$ cat src/rtl/estimate_pkg.sv
// Shared command codes, FSM state type and write-back latency for the estimate layer sequencer.
package estimate_pkg;

    localparam logic [2:0] COM_INI   = 3'd0;
    localparam logic [2:0] COM_ACC   = 3'd1;
    localparam logic [2:0] COM_POOL  = 3'd2;
    localparam logic [2:0] COM_NORM  = 3'd3;
    localparam logic [2:0] COM_ACTIV = 3'd4;
    localparam logic [2:0] COM_NOP   = 3'd7;

    localparam int WB_LAT = 3;
    localparam int IDX_W  = 12;

    typedef enum logic [2:0] {
        ST_IDLE,
        ST_INI,
        ST_ACC,
        ST_POOL,
        ST_NORM,
        ST_ACTIV,
        ST_DRAIN
    } state_t;

    // Command issued in the cycle after the fetch stage sits in a given state.
    function automatic logic [2:0] state_com(input state_t s);
        case (s)
            ST_INI:   return COM_INI;
            ST_ACC:   return COM_ACC;
            ST_POOL:  return COM_POOL;
            ST_NORM:  return COM_NORM;
            ST_ACTIV: return COM_ACTIV;
            default:  return COM_NOP;
        endcase
    endfunction

endpackage

$ cat src/rtl/estimate_wb_pipe.sv
// Fixed-depth valid + output-index delay line that lines ACTIV commands up with the returned activation.
module estimate_wb_pipe
    import estimate_pkg::*;
(
    input  logic             clk,
    input  logic             flush,
    input  logic             push,
    input  logic [IDX_W-1:0] idx,
    output logic             valid,
    output logic [IDX_W-1:0] idx_out
);

    logic [WB_LAT-1:0] valid_reg;
    logic [IDX_W-1:0]  idx_reg [WB_LAT];

    always_ff @(posedge clk) begin
        if (flush) begin
            valid_reg <= '0;
            for (int i = 0; i < WB_LAT; i++) begin
                idx_reg[i] <= '0;
            end
        end else begin
            valid_reg  <= {valid_reg[WB_LAT-2:0], push};
            idx_reg[0] <= idx;
            for (int i = 1; i < WB_LAT; i++) begin
                idx_reg[i] <= idx_reg[i-1];
            end
        end
    end

    assign valid   = valid_reg[WB_LAT-1];
    assign idx_out = idx_reg[WB_LAT-1];

endmodule

$ cat src/rtl/estimate_seq.sv
// Layer sequencer: walks outputs x pool positions x input words and drives the estimate datapath,
// then writes each returned activation word into the output buffer.
module estimate_seq
    import estimate_pkg::*;
(
    input  logic        clk,
    input  logic        reset,
    input  logic        start,
    input  logic [7:0]  cfg_k,
    input  logic [3:0]  cfg_pool,
    input  logic [11:0] cfg_n,
    input  logic [15:0] cfg_wbase,
    input  logic [15:0] cfg_nbase,
    output logic [15:0] in_addr,
    input  logic [31:0] in_data,
    output logic [2:0]  est_com,
    output logic [15:0] est_addr,
    output logic [31:0] est_data,
    input  logic [31:0] est_activ,
    output logic        out_we,
    output logic [11:0] out_addr,
    output logic [31:0] out_data,
    output logic        busy,
    output logic        done
);

    state_t      state_reg;
    logic [7:0]  k_reg;
    logic [3:0]  pool_reg;
    logic [11:0] n_reg;
    logic [15:0] wbase_reg;
    logic [15:0] nbase_reg;
    logic [7:0]  k_cnt_reg;
    logic [3:0]  p_cnt_reg;
    logic [11:0] o_cnt_reg;
    logic [15:0] rd_ptr_reg;
    logic [15:0] in_addr_reg;
    logic        busy_reg;
    logic        zero_done_reg;

    logic [2:0]  com_reg;
    logic [15:0] addr_reg;
    logic [11:0] e_idx_reg;

    logic        cfg_zero;
    logic        wb_push;
    logic        wb_valid;
    logic [11:0] wb_idx;

    assign cfg_zero = (cfg_k == 8'd0) || (cfg_pool == 4'd0) || (cfg_n == 12'd0);

    // Fetch stage: walks the command stream and presents the input-buffer address one cycle ahead.
    always_ff @(posedge clk) begin
        if (reset) begin
            state_reg     <= ST_IDLE;
            busy_reg      <= 1'b0;
            zero_done_reg <= 1'b0;
            k_reg         <= '0;
            pool_reg      <= '0;
            n_reg         <= '0;
            wbase_reg     <= '0;
            nbase_reg     <= '0;
            k_cnt_reg     <= '0;
            p_cnt_reg     <= '0;
            o_cnt_reg     <= '0;
            rd_ptr_reg    <= '0;
            in_addr_reg   <= '0;
        end else begin
            zero_done_reg <= 1'b0;
            case (state_reg)
                ST_IDLE: begin
                    if (start) begin
                        k_reg     <= cfg_k;
                        pool_reg  <= cfg_pool;
                        n_reg     <= cfg_n;
                        wbase_reg <= cfg_wbase;
                        nbase_reg <= cfg_nbase;
                        if (cfg_zero) begin
                            zero_done_reg <= 1'b1;
                        end else begin
                            state_reg  <= ST_INI;
                            busy_reg   <= 1'b1;
                            o_cnt_reg  <= '0;
                            rd_ptr_reg <= '0;
                        end
                    end
                end
                ST_INI: begin
                    state_reg   <= ST_ACC;
                    k_cnt_reg   <= '0;
                    p_cnt_reg   <= '0;
                    in_addr_reg <= rd_ptr_reg;
                    rd_ptr_reg  <= rd_ptr_reg + 16'd1;
                end
                ST_ACC: begin
                    if (k_cnt_reg == k_reg - 8'd1) begin
                        state_reg <= ST_POOL;
                    end else begin
                        k_cnt_reg   <= k_cnt_reg + 8'd1;
                        in_addr_reg <= rd_ptr_reg;
                        rd_ptr_reg  <= rd_ptr_reg + 16'd1;
                    end
                end
                ST_POOL: begin
                    if (p_cnt_reg == pool_reg - 4'd1) begin
                        state_reg <= ST_NORM;
                    end else begin
                        state_reg   <= ST_ACC;
                        p_cnt_reg   <= p_cnt_reg + 4'd1;
                        k_cnt_reg   <= '0;
                        in_addr_reg <= rd_ptr_reg;
                        rd_ptr_reg  <= rd_ptr_reg + 16'd1;
                    end
                end
                ST_NORM: begin
                    state_reg <= ST_ACTIV;
                end
                ST_ACTIV: begin
                    if (o_cnt_reg == n_reg - 12'd1) begin
                        state_reg <= ST_DRAIN;
                    end else begin
                        state_reg <= ST_INI;
                        o_cnt_reg <= o_cnt_reg + 12'd1;
                    end
                end
                ST_DRAIN: begin
                    // The only write still in flight here is the last output's.
                    if (wb_valid) begin
                        state_reg <= ST_IDLE;
                        busy_reg  <= 1'b0;
                    end
                end
                default: begin
                    state_reg <= ST_IDLE;
                    busy_reg  <= 1'b0;
                end
            endcase
        end
    end

    // Issue stage: command and parameter address one cycle behind fetch, matching the buffer read.
    always_ff @(posedge clk) begin
        if (reset) begin
            com_reg   <= COM_NOP;
            addr_reg  <= '0;
            e_idx_reg <= '0;
        end else begin
            com_reg   <= state_com(state_reg);
            e_idx_reg <= o_cnt_reg;
            case (state_reg)
                ST_ACC:  addr_reg <= wbase_reg + 16'(k_cnt_reg);
                ST_NORM: addr_reg <= nbase_reg;
                default: addr_reg <= wbase_reg;
            endcase
        end
    end

    assign wb_push = (com_reg == COM_ACTIV);

    estimate_wb_pipe u_wb_pipe (
        .clk     (clk),
        .flush   (reset),
        .push    (wb_push),
        .idx     (e_idx_reg),
        .valid   (wb_valid),
        .idx_out (wb_idx)
    );

    assign in_addr  = in_addr_reg;
    assign est_com  = com_reg;
    assign est_addr = addr_reg;
    assign est_data = (com_reg == COM_ACC) ? in_data : 32'd0;
    assign out_we   = wb_valid;
    assign out_addr = wb_idx;
    assign out_data = wb_valid ? est_activ : 32'd0;
    assign busy     = busy_reg;
    assign done     = zero_done_reg | (wb_valid & (state_reg == ST_DRAIN));

endmodule

$ cat config.mk
export PLATFORM = sky130hd
export DESIGN_NAME = estimate_seq
export DESIGN_NICKNAME = d
export VERILOG_FILES = /design/src/rtl/estimate_pkg.sv /design/src/rtl/estimate_wb_pipe.sv /design/src/rtl/estimate_seq.sv
export SDC_FILE = /design/constraint.sdc
export NUM_CORES = 1
export LEC_CHECK = 0
export CAP_MARGIN = 25
export CORE_MARGIN = 10
export CORE_UTILIZATION = 48
export CTS_CLUSTER_SIZE = 40
export DETAILED_ROUTE_END_ITERATION = 10
export HOLD_SLACK_MARGIN = 0.08
export PLACE_DENSITY_LB_ADDON = 0.15
export SKIP_LAST_GASP = 1
export SLEW_MARGIN = 15
export SYNTH_ARGS = -nofsm -noshare
export SYNTH_HDL_FRONTEND = slang
export SYNTH_HIERARCHICAL = 1
export SYNTH_SLANG_ARGS = --single-unit
$ cat constraint.sdc
create_clock -name clk -period 3.4 [get_ports clk]
set_clock_uncertainty 0.1 [all_clocks]
set_input_delay 0.34 -clock clk [delete_from_list [all_inputs] [get_ports clk]]
set_output_delay 0.34 -clock clk [all_outputs]
set_load 0.02 [all_outputs]
After elaboration in Yosys (flattened, before gate mapping)
Memory sizes are Yosys's and may differ from the RTL's.
Index checks and enable logic that the tools add are counted.

word-level totals
  flip-flop bits (word level) = 151
  RAM bits = 36
  output and inout port bits = 114
  memories = 1

cells by class
  $add $sub $neg = 8
  equal/unequal tests = 18
  mux-type cells = 39
  bitwise operators = 8
  reduce and logical (&&, ||, !) cells = 19

memory list
  name               depth  bits a word  read ports  clocked after Yosys merged registers in  wr ports  line                    source
  u_wb_pipe.idx_reg  3      12           3           0                                        3         estimate_wb_pipe.sv:14  logic [IDX_W-1:0] idx_reg [WB_LAT];

operator list
  kind                     count
  $mux W16                 6
  $mux W12                 6
  $mux W32                 2
  $pmux W16 S4             1
  $pmux W16 S3             1
  $pmux W16 S2             1
  $pmux W12 S2             1
  $pmux W8 S3              1
  $pmux W3 S7              1
  $mux W3                  6
  $add A16 B1 Y16 const B  1
  $add A16 B8 Y16          1
  $mux W8                  2
  $pmux W3 S5              1
  $add A12 B1 Y12 const B  1
  $eq A12 B12 Y1           1
  $eq A3 B3 Y1 const B     4
  $logic_not A12 Y1        1
  $ne A2 B2 Y1 const B     6
  $reduce_and A4 Y1        3
  $sub A12 B1 Y12 const B  1
  $add A8 B1 Y8 const B    1
  $eq A8 B8 Y1             1
  $logic_not A8 Y1         1
  25 further kinds         41

Logic depth before layout (Yosys ltp)
Gate-level depths: netlist of run 1.

  depth after elaboration = 6
  mapped depth = 13

Modules after synthesis
The synthesis of run 1 kept the hierarchy.

by module, submodules not included
  module            times used  cells an instance  area each (um^2)  sequential area each (um^2)
  estimate_seq      1           937                7385.8            2962.8
  estimate_wb_pipe  1           94                 1164.9            780.7

Least setup slack after synthesis of run 1
OpenSTA, ideal clock, no wires.

  path kind = register -> register
  start = register n_reg[0]
  end = register o_cnt_reg[7]
  arrival = 2.603 ns
  data required time = 3.228 ns
  path slack = 0.625 ns
  cell stages (with the launch flop) = 10
  path buffers = 1
  period minus slack after synthesis = 2.775 ns
  cells stage by stage = dfxtp_1 > or4_4 > o31a_1 > o21ai_0 > or3b_4 > a2111oi_4 > o21bai_2 > buf_6 > nand3_1 > mux2i_1

between the ends
  longest elaborated chain between the ends = 4

RTL lines
  element                      line                 source
  start, declared              estimate_seq.sv:30   logic [11:0] n_reg;
  start signal, assigned       estimate_seq.sv:75   n_reg <= cfg_n;
  $sub A12 B1 Y12              estimate_seq.sv:119  if (o_cnt_reg == n_reg - 12'd1) begin
  $eq A12 B12 Y1               estimate_seq.sv:119
  $ne A2 B2 Y1 (no line)       --
  $reduce_and A4 Y1 (no line)  --
  end signal, assigned         estimate_seq.sv:123  o_cnt_reg <= o_cnt_reg + 12'd1;
  end, declared                estimate_seq.sv:35   logic [11:0] o_cnt_reg;

No other way between the ends.
A chain may end at the register's enable or synchronous reset.

Worst setup path after layout of run 1
  start = register k_reg[0]
  end = register rd_ptr_reg[4]

between the ends
  longest elaborated chain between the ends = 4

RTL lines
  element                      line                 source
  start, declared              estimate_seq.sv:28   logic [7:0] k_reg;
  start signal, assigned       estimate_seq.sv:73   k_reg <= cfg_k;
  $sub A8 B1 Y8                estimate_seq.sv:96   if (k_cnt_reg == k_reg - 8'd1) begin
  $eq A8 B8 Y1                 estimate_seq.sv:96
  $ne A2 B2 Y1 (no line)       --
  $reduce_and A5 Y1 (no line)  --
  end signal, assigned         estimate_seq.sv:93   rd_ptr_reg <= rd_ptr_reg + 16'd1;
  end signal, assigned         estimate_seq.sv:101  rd_ptr_reg <= rd_ptr_reg + 16'd1;
  end signal, assigned         estimate_seq.sv:112  rd_ptr_reg <= rd_ptr_reg + 16'd1;
  end, declared                estimate_seq.sv:36   logic [15:0] rd_ptr_reg;

No other way between the ends.

==> metrics.log, run 1 <==
INFO  metric pin_count_of_the_biggest_net_entering_global_routing = between 60 and 70
INFO  metric timing.slew.headroom = 41.9%
INFO  metric antenna_found_initial = 1
INFO  metric finalSetupTns = 0 ns
INFO  metric die_width = roughly 150 um
INFO  metric grt_first_pass_wirelength = roughly 37000 um
INFO  metric detailedPlace.worstSlack = roughly 0.35 ns
INFO  metric die_h = approximately 150 um
INFO  metric final_layout_size_suffix_gt1_share = 6.51%
INFO  metric finish.utilization = 67.1%
INFO  metric clk_root_buffer_cell = sky130_fd_sc_hd__clkbuf_16
INFO  metric mostFrequentLayoutCell = sky130_fd_sc_hd__clkdlybuf4s50_1
INFO  metric syn_nets = 1170
INFO  metric cellInternalPower = ~0.0037 W
INFO  metric cts_hold_buffers_added = 0
INFO  metric sw_frac_of_total = between 20% and 30%
INFO  metric cts_tree = done
INFO  metric clk_pwr_share = 40.4%
INFO  metric drt_pass1_iterations = 5
INFO  metric netlist_instances = 1031
INFO  metric timing_max_transition_violations_final = 0
INFO  metric die-area = around 24000 um2
INFO  metric power_share_of_the_sequential_group = between 40% and 50%
INFO  metric ys.warnings.count = 6
INFO  metric clock_latency = around 0.43 ns
INFO  metric cp_data_arrival_time = approximately 3.4 ns
INFO  metric switching_power = between 0.001 and 0.0015 W
INFO  metric totalWireLength = ~23000 um
INFO  metric final.period_utilization = roughly 91%
INFO  metric yosysSeqAreaShare = a little over two fifths
INFO  metric placement.io_buffers = 236
INFO  metric start_util = around half
INFO  metric vias = approximately 7700
INFO  metric criticalPathCategory = reg2reg
INFO  metric yosys-top-cells-area = sky130_fd_sc_hd__dfxtp_1 (44%), sky130_fd_sc_hd__nand2_1 (8.2%), sky130_fd_sc_hd__a21oi_1 (6.4%)
INFO  metric worstPathMaxFanout = 15
INFO  metric setup_slack = 0.292 ns
INFO  metric number_of_synthesized_flops_with_an_enable_pin = 0
INFO  metric p_leak = around 4.4 nW
INFO  metric synth_async_sr_flop_share = 0%
INFO  metric dp.final_hpwl = approximately 17000 um
INFO  metric multi_input_comb_area = ~4400 um2
INFO  metric critical-path-slowest-cell = sky130_fd_sc_hd__a31oi_2
INFO  metric setup.worst_path.start_class = flop
INFO  metric drv.max_cap_violation_count = 0
INFO  metric netlist.area_leader.share = a little over two fifths
INFO  metric worstMarginPinSlew = just under 0.9 ns
INFO  metric tritoncts_buffer_count = 17
INFO  metric clock_sinks = ~190
INFO  metric timing.critical_path.to_type = flop
INFO  metric fill_cells = 1463
INFO  metric finalNetCount = 1370
INFO  metric status = completed
INFO  metric finalCriticalPeriod = about 3.1 ns
INFO  metric critical_path_s_largest_stage_delay = just under 0.6 ns
INFO  metric vdd_drop_max = ~480 uV
INFO  metric p_per_area = ~430 nW/um2
INFO  metric syn_avg_cell_area = just over 8 um2
INFO  metric drt_first_iter_violations = roughly 380
INFO  metric worstPathCellList = inv_1 > ha_1 > xor2_1 > xnor2_1 > a32oi_1 > nor4_2 > a31oi_2 > nor2_1 > buf_4 > or3_1 > a21oi_1
INFO  metric vias_in_the_first_global_route = between 7000 and 8000
INFO  metric synth_largest_area_cell = sky130_fd_sc_hd__dfxtp_1
INFO  metric insertedDiodeCount = 0
INFO  metric grt_setup_unrepaired = false
INFO  metric global_route_usage_over_all_layers = about a fifth
INFO  metric ctsHtreeMaxLevel = 4
INFO  metric avgViaCountPerCell = 5.22
INFO  metric fp.coreArea = around 17000 um2
INFO  metric hp-class = in2reg
INFO  metric top_level_ports = about 240
INFO  metric globalplace.congestion = roughly 0.90
INFO  metric mostFrequentLayoutCells = sky130_fd_sc_hd__clkdlybuf4s50_1 (235), sky130_fd_sc_hd__dfxtp_1 (187), sky130_fd_sc_hd__nand2_1 (185)
INFO  metric area_growth_syn_to_layout = 36.3%
INFO  metric global_route.overflow_total = 0
INFO  metric synth.ff_latch_count = 187
INFO  metric wire_per_inst = 15.7 um
INFO  metric synthFlopType = sky130_fd_sc_hd__dfxtp_1
INFO  metric rows = 48
INFO  metric ys_types = 69
INFO  metric synth_area = between 8000 and 9000 um2
INFO  metric route.antenna.remaining_nets = 0
INFO  metric cp_data_required_time = 3.66 ns
INFO  metric path_clk_slew = ~0.08 ns
INFO  metric cts.path.max_buffers = 2
INFO  metric seq_area = ~3700 um2
INFO  metric final-hold-violation-count = 0
INFO  metric drc = 0
INFO  metric largest_reg_flops = 36
INFO  metric setup-violations-final = 0
INFO  metric combinationalPowerShare = a little over an eighth
INFO  metric achievable-frequency = 322 MHz
-- timing repair --
| action | CTS | global route |
|---|---|---|
| gates resized for setup | 0 | 1 |
| endpoints found under the setup margin | 0 | 1 |
| setup buffers | 0 | 0 |
-- routing by layer --
layer / up-vias / GRT usage (%) / part of all wire [%]
li1: 3884 / - / -
met1: 3546 / 23.0 / 44
met2: 212 / 31.6 / 49
met3: 24 / 5.44 / 5.7
met4: 2 / 4.72 / 1.5
met5: - / 0 / 0.039
-- final cells by class --
cell class / count / share of cell area, %
Clock buffer: 17 / 3.65
Clock inverter: 15 / 1.72
Inverter: 14 / 0.451
Multi-Input combinational cell: 755 / 37.9
Sequential cell: 187 / 32.1
Tap cell: 225 / 2.42
Timing Repair Buffer: 256 / 21.7
-- final timing paths --
kind                                    from                  endpoint  slack [ns]  depth (start not counted)
worst max-delay path                k_reg[0]             rd_ptr_reg[4]        0.29                         11
worst min-delay path                   reset  u_wb_pipe/idx_reg[0][26]        0.32                          2
worst max register to register      k_reg[0]             rd_ptr_reg[4]        0.29                         11
worst min register to register  e_idx_reg[4]   u_wb_pipe/idx_reg[0][4]        0.33                          1
-- kinds of logic after synthesis --
logic type	after synthesis	synth area share, %
adder cells (fa/ha/maj)	16	2.43
multiplexers	15	1.80
buffers and inverters	89	4.86
AND/OR/NAND/NOR	465	27.2
flip-flops	187	43.8
AO/OA/AOI/OAI	210	14.9
XOR/XNOR	49	5.02
-- Yosys cell counts (4+ instances only) --
| cell | instances |
|---|---|
| sky130_fd_sc_hd__or3_1 | 10 |
| sky130_fd_sc_hd__buf_1 | 7 |
| sky130_fd_sc_hd__or4_1 | 5 |
| sky130_fd_sc_hd__a31oi_1 | 5 |
| sky130_fd_sc_hd__mux2i_1 | 12 |
| sky130_fd_sc_hd__and3_1 | 10 |
| sky130_fd_sc_hd__nor4_1 | 13 |
| sky130_fd_sc_hd__nor3_1 | 18 |
| sky130_fd_sc_hd__ha_1 | 15 |
| sky130_fd_sc_hd__a21oi_1 | 109 |
| sky130_fd_sc_hd__o2111ai_1 | 6 |
| sky130_fd_sc_hd__xnor2_1 | 23 |
| sky130_fd_sc_hd__buf_4 | 13 |
| sky130_fd_sc_hd__nor2b_1 | 48 |
| sky130_fd_sc_hd__nor2b_2 | 5 |
| sky130_fd_sc_hd__o21ai_0 | 36 |
| sky130_fd_sc_hd__clkbuf_1 | 47 |
| sky130_fd_sc_hd__a22oi_1 | 9 |
| sky130_fd_sc_hd__xor2_1 | 26 |
| sky130_fd_sc_hd__nand2_1 | 186 |
| sky130_fd_sc_hd__buf_2 | 5 |
| sky130_fd_sc_hd__o211ai_1 | 5 |
| sky130_fd_sc_hd__inv_1 | 13 |
| sky130_fd_sc_hd__dfxtp_1 | 187 |
| sky130_fd_sc_hd__a21o_1 | 7 |
| sky130_fd_sc_hd__and2_1 | 70 |
| sky130_fd_sc_hd__nand3_1 | 23 |
| sky130_fd_sc_hd__nand2b_1 | 10 |
| sky130_fd_sc_hd__o31ai_1 | 4 |
| sky130_fd_sc_hd__nand4_1 | 8 |
| sky130_fd_sc_hd__nor2_1 | 46 |
-- metrics by stage --
| step | area [um2] | hold slack (ns) | std cells | total power [W] |
|---|---|---|---|---|
| after floorplan | 8550 | 0.311 | 1031 | 0.00276 |
| after global placement | 11000 | 0.315 | 1436 | 0.00304 |
| after detailed placement | 11000 | 0.322 | 1437 | 0.00305 |
| after CTS | 11600 | 0.308 | 1469 | 0.00508 |
| after global routing | 11700 | 0.334 | 1469 | 0.00526 |
| final | 11700 | 0.316 | 1469 | 0.00505 |
-- worst max-delay path: cells and delay by family (launching register included) --
kind	cells	cell delay (ns)
DFF	1	0.45
buffers and inverters	2	0.30
AOI/OAI and AO/OA	3	0.92
xor gates and xnor gates	2	0.31
and+or+nand+nor	3	0.66
adders and majority gates	1	0.29
-- power groups by stage --
stage	Clock [W]	Sequential, W	Combinational (W)
2_1_floorplan	0	0.00237	0.000387
3_3_place_gp	0	0.00237	0.000660
3_5_place_dp	0	0.00238	0.000677
4_1_cts	0.00208	0.00233	0.000682
5_1_grt	0.00217	0.00234	0.000750
6_report	0.00204	0.00233	0.000682
Power figures use the tool's default switching activity.
==> run 2: changes to the inputs <==
--- a/config.mk
+++ b/config.mk
@@ -12,9 +12,9 @@
 export DETAILED_ROUTE_END_ITERATION = 10
 export HOLD_SLACK_MARGIN = 0.08
 export PLACE_DENSITY_LB_ADDON = 0.15
+export SKIP_CTS_REPAIR_TIMING = 1
 export SKIP_LAST_GASP = 1
 export SLEW_MARGIN = 15
 export SYNTH_ARGS = -nofsm -noshare
 export SYNTH_HDL_FRONTEND = slang
-export SYNTH_HIERARCHICAL = 1
 export SYNTH_SLANG_ARGS = --single-unit
==> metrics.log, run 2 <==
INFO  metric status = completed
INFO  metric tritoncts_buffer_count = 17
INFO  metric synth_area = between 8000 and 9000 um2
INFO  metric final-hold-violation-count = 0
INFO  metric cp_data_arrival_time = between 3 and 4 ns
INFO  metric ctsHtreeMaxLevel = 4
INFO  metric clock_latency = 0.44 ns
INFO  metric synth_largest_area_cell = sky130_fd_sc_hd__dfxtp_1
INFO  metric timing.critical_path.to_type = flop
INFO  metric synth-xor-area-share = roughly 4.6%
INFO  metric insertedDiodeCount = 0
INFO  metric cts.path.max_buffers = 2
INFO  metric route.antenna.remaining_nets = 0
INFO  metric synth-simple-area-share = a little over a quarter
INFO  metric worst_path_dominant_cell_family = compound AO/OA/AOI/OAI gates
INFO  metric critical_path_s_largest_stage_delay = approximately 0.44 ns
INFO  metric total_power = 0.00579 W
INFO  metric synth_fa_ha_area_share = around 2.4%
INFO  metric drt_first_iter_violations = between 300 and 400
INFO  metric mostFrequentLayoutCell = sky130_fd_sc_hd__clkdlybuf4s50_1
INFO  metric grt.met2_usage = between 30% and 40%
INFO  metric drc = 0
INFO  metric grt_most_used_layer = met2
INFO  metric antenna_found_initial = 0
INFO  metric yosysSeqAreaShare = ~44%
INFO  metric achievable-frequency = approximately 330 MHz
INFO  metric number_of_synthesized_flops_with_an_enable_pin = 0
INFO  metric p_per_area = 499 nW/um2
INFO  metric setup_slack = just under 0.4 ns
INFO  metric worstPathMaxFanout = 18
INFO  metric wire_per_inst = 17.7 um
INFO  metric fp.coreArea = between 15000 and 20000 um2
INFO  metric timing_max_transition_violations_final = 0
INFO  metric top_level_ports = roughly 240
INFO  metric die_h = between 150 and 200 um
INFO  metric syn_nets = between 1000 and 1500
INFO  metric finalCriticalPeriod = 3.02 ns
INFO  metric start_util = 49.1%
INFO  metric largest_reg_flops = 36
INFO  metric globalplace.congestion = between 0.9 and 1
INFO  metric synth.mux.area_fraction = between 2 and 3%
INFO  metric grtUsageMet3 = 5.95%
INFO  metric synthFlopType = sky130_fd_sc_hd__dfxtp_1
INFO  metric fin_hold_ws = between 0.3 and 0.4 ns
INFO  metric criticalPathCategory = reg2reg
INFO  metric grtUsageMet1 = between 20% and 30%
INFO  metric totalWireLength = 25500 um
INFO  metric die-area = 23500 um2
INFO  metric die_width = ~150 um
INFO  metric path_buf_inv = 2
INFO  metric synth.ff_latch_count = around 190
INFO  metric dp.final_hpwl = just under 20000 um
INFO  metric ys.warnings.count = 0
INFO  metric worstMarginPinSlew = approximately 0.64 ns
INFO  metric placement.io_buffers = between 200 and 250
INFO  metric setup-violations-final = 0
INFO  metric netlist.area_leader.share = a little over two fifths
INFO  metric pin_count_of_the_biggest_net_entering_global_routing = 58
INFO  metric mostFrequentLayoutCells = sky130_fd_sc_hd__clkdlybuf4s50_1 (235), sky130_fd_sc_hd__dfxtp_1 (187), sky130_fd_sc_hd__nand2_1 (165)
INFO  metric synthMostInstantiatedCell = sky130_fd_sc_hd__dfxtp_1
INFO  metric largest_family_of_logic_cells_by_synthesized_area = simple AND/OR/NAND/NOR gates
INFO  metric timing.slew.headroom = 57.2%
INFO  metric synth_top_cells_by_count = sky130_fd_sc_hd__dfxtp_1 (187), sky130_fd_sc_hd__nand2_1 (165), sky130_fd_sc_hd__a21oi_1 (94), sky130_fd_sc_hd__and2_1 (69), sky130_fd_sc_hd__nor2_1 (54)
INFO  metric rows = 48
INFO  metric setup.worst_path.start_class = flop
INFO  metric netlist_instances = a little over 1000
INFO  metric avgViaCountPerCell = about 5.3
INFO  metric global_route_usage_over_all_layers = about a fifth
INFO  metric detailedPlace.worstSlack = 0.432 ns
INFO  metric yosys-top-cells-area = sky130_fd_sc_hd__dfxtp_1 (44%), sky130_fd_sc_hd__nand2_1 (7.3%), sky130_fd_sc_hd__a21oi_1 (5.5%)
INFO  metric area_growth_syn_to_layout = 36.3%
INFO  metric drt_pass1_iterations = 7
INFO  metric critical-path-slowest-cell = sky130_fd_sc_hd__a211oi_1
INFO  metric hp-class = in2reg
INFO  metric vdd_drop_max = between 400 and 500 uV
INFO  metric worstPathCellList = inv_1 > ha_1 > or2_2 > a211o_1 > a211oi_1 > nand2_1 > o21ai_1 > buf_4 > nor4_1 > mux2i_1
INFO  metric global_route.overflow_total = 0
INFO  metric clk_root_buffer_cell = sky130_fd_sc_hd__clkbuf_16
INFO  metric finalSetupTns = 0 ns
INFO  metric ys_types = 65
INFO  metric final_layout_size_suffix_gt1_share = 5.90%
INFO  metric drv.max_cap_violation_count = 0
INFO  metric grt_setup_unrepaired = false
INFO  metric finish.utilization = 66.9%
INFO  metric final.period_utilization = 88.7%
INFO  metric synth-compound-area-share = 14.2%
INFO  metric clock_sinks = 187
INFO  metric path_clk_slew = about 0.080 ns
INFO  metric vias_in_the_first_global_route = 7189
INFO  metric syn_avg_cell_area = 8.46 um2
INFO  metric grt_first_pass_wirelength = 40100 um
INFO  metric cp_data_required_time = around 3.6 ns
INFO  metric cts_tree = done
INFO  metric p_leak = 4.32 nW
INFO  metric finalNetCount = roughly 1300
INFO  metric synth_async_sr_flop_share = 0%
INFO  metric vias = roughly 7600
[run 2: cell types whose count changed in the layout (fill, tap and decap cells not counted), moves of 5 or more]
cell,delta
sky130_fd_sc_hd__a21oi_1,-15
sky130_fd_sc_hd__mux2i_1,+10
sky130_fd_sc_hd__nand2_1,-20
sky130_fd_sc_hd__nor2_1,+7
sky130_fd_sc_hd__nor2b_1,+5
sky130_fd_sc_hd__nor2b_2,-5
sky130_fd_sc_hd__o211ai_1,+5
sky130_fd_sc_hd__o21ai_0,-23
sky130_fd_sc_hd__o21ai_1,+6
sky130_fd_sc_hd__xor2_1,-5
[run 2: cell families after synthesis]
kind of cell | Yosys count
flops | 187
buf+inv | 87
compound gates | 189
xor+xnor | 44
mux | 23
simple gates | 461
fa+ha+maj | 16
[run 2: metal layers]
metal	part of all wire, %	up-vias
met4	1.5	0
met3	7.0	25
li1	-	3828
met1	40	3482
met5	0	-
met2	51	253
[run 2: worst paths after layout]
| kind | from | slack [ns] | cells after the start | endpoint |
|---|---|---|---|---|
| worst max register to register | k_reg[0] | 0.38 | 10 | rd_ptr_reg[11] |
| worst min-delay path | reset | 0.30 | 2 | state_reg[1] |
| worst max-delay path | k_reg[0] | 0.38 | 10 | rd_ptr_reg[11] |
| worst min register to register | e_idx_reg[0] | 0.33 | 1 | u_wb_pipe.idx_reg[0][0] |
[run 2: metrics by stage]
step                      area [um2]  cells
final                          11600   1445
after global routing           11600   1445
after CTS                      11600   1445
after detailed placement       11000   1413
after global placement         11000   1413
after floorplan                 8520   1007
[run 2: area by class of cell]
class	instances	area, um2
flip-flops and latches	187	3740
well taps	225	282
clock inverters	15	220
clock buffers	17	425
repair buffers	254	2510
inverters	14	52.6
multi-input cells	733	4380
fillers	1500	5740
[run 2: power by group]
part / leakage [nW] / switching [W] / internal (W)
logic: 2.49 / 0.000682 / 0.000570
registers: 1.52 / 0.000143 / 0.00232
clock network: 0.311 / 0.000995 / 0.00109
[run 2: worst register-to-register path: stages (launching register included)]
cell	delay (ns)
sky130_fd_sc_hd__dfxtp_1	0.41
sky130_fd_sc_hd__inv_1	0.07
sky130_fd_sc_hd__ha_1	0.28
sky130_fd_sc_hd__or2_2	0.30
sky130_fd_sc_hd__a211o_1	0.30
sky130_fd_sc_hd__a211oi_1	0.44
sky130_fd_sc_hd__nand2_1	0.19
sky130_fd_sc_hd__o21ai_1	0.32
sky130_fd_sc_hd__buf_4	0.27
sky130_fd_sc_hd__nor4_1	0.09
sky130_fd_sc_hd__mux2i_1	0.13
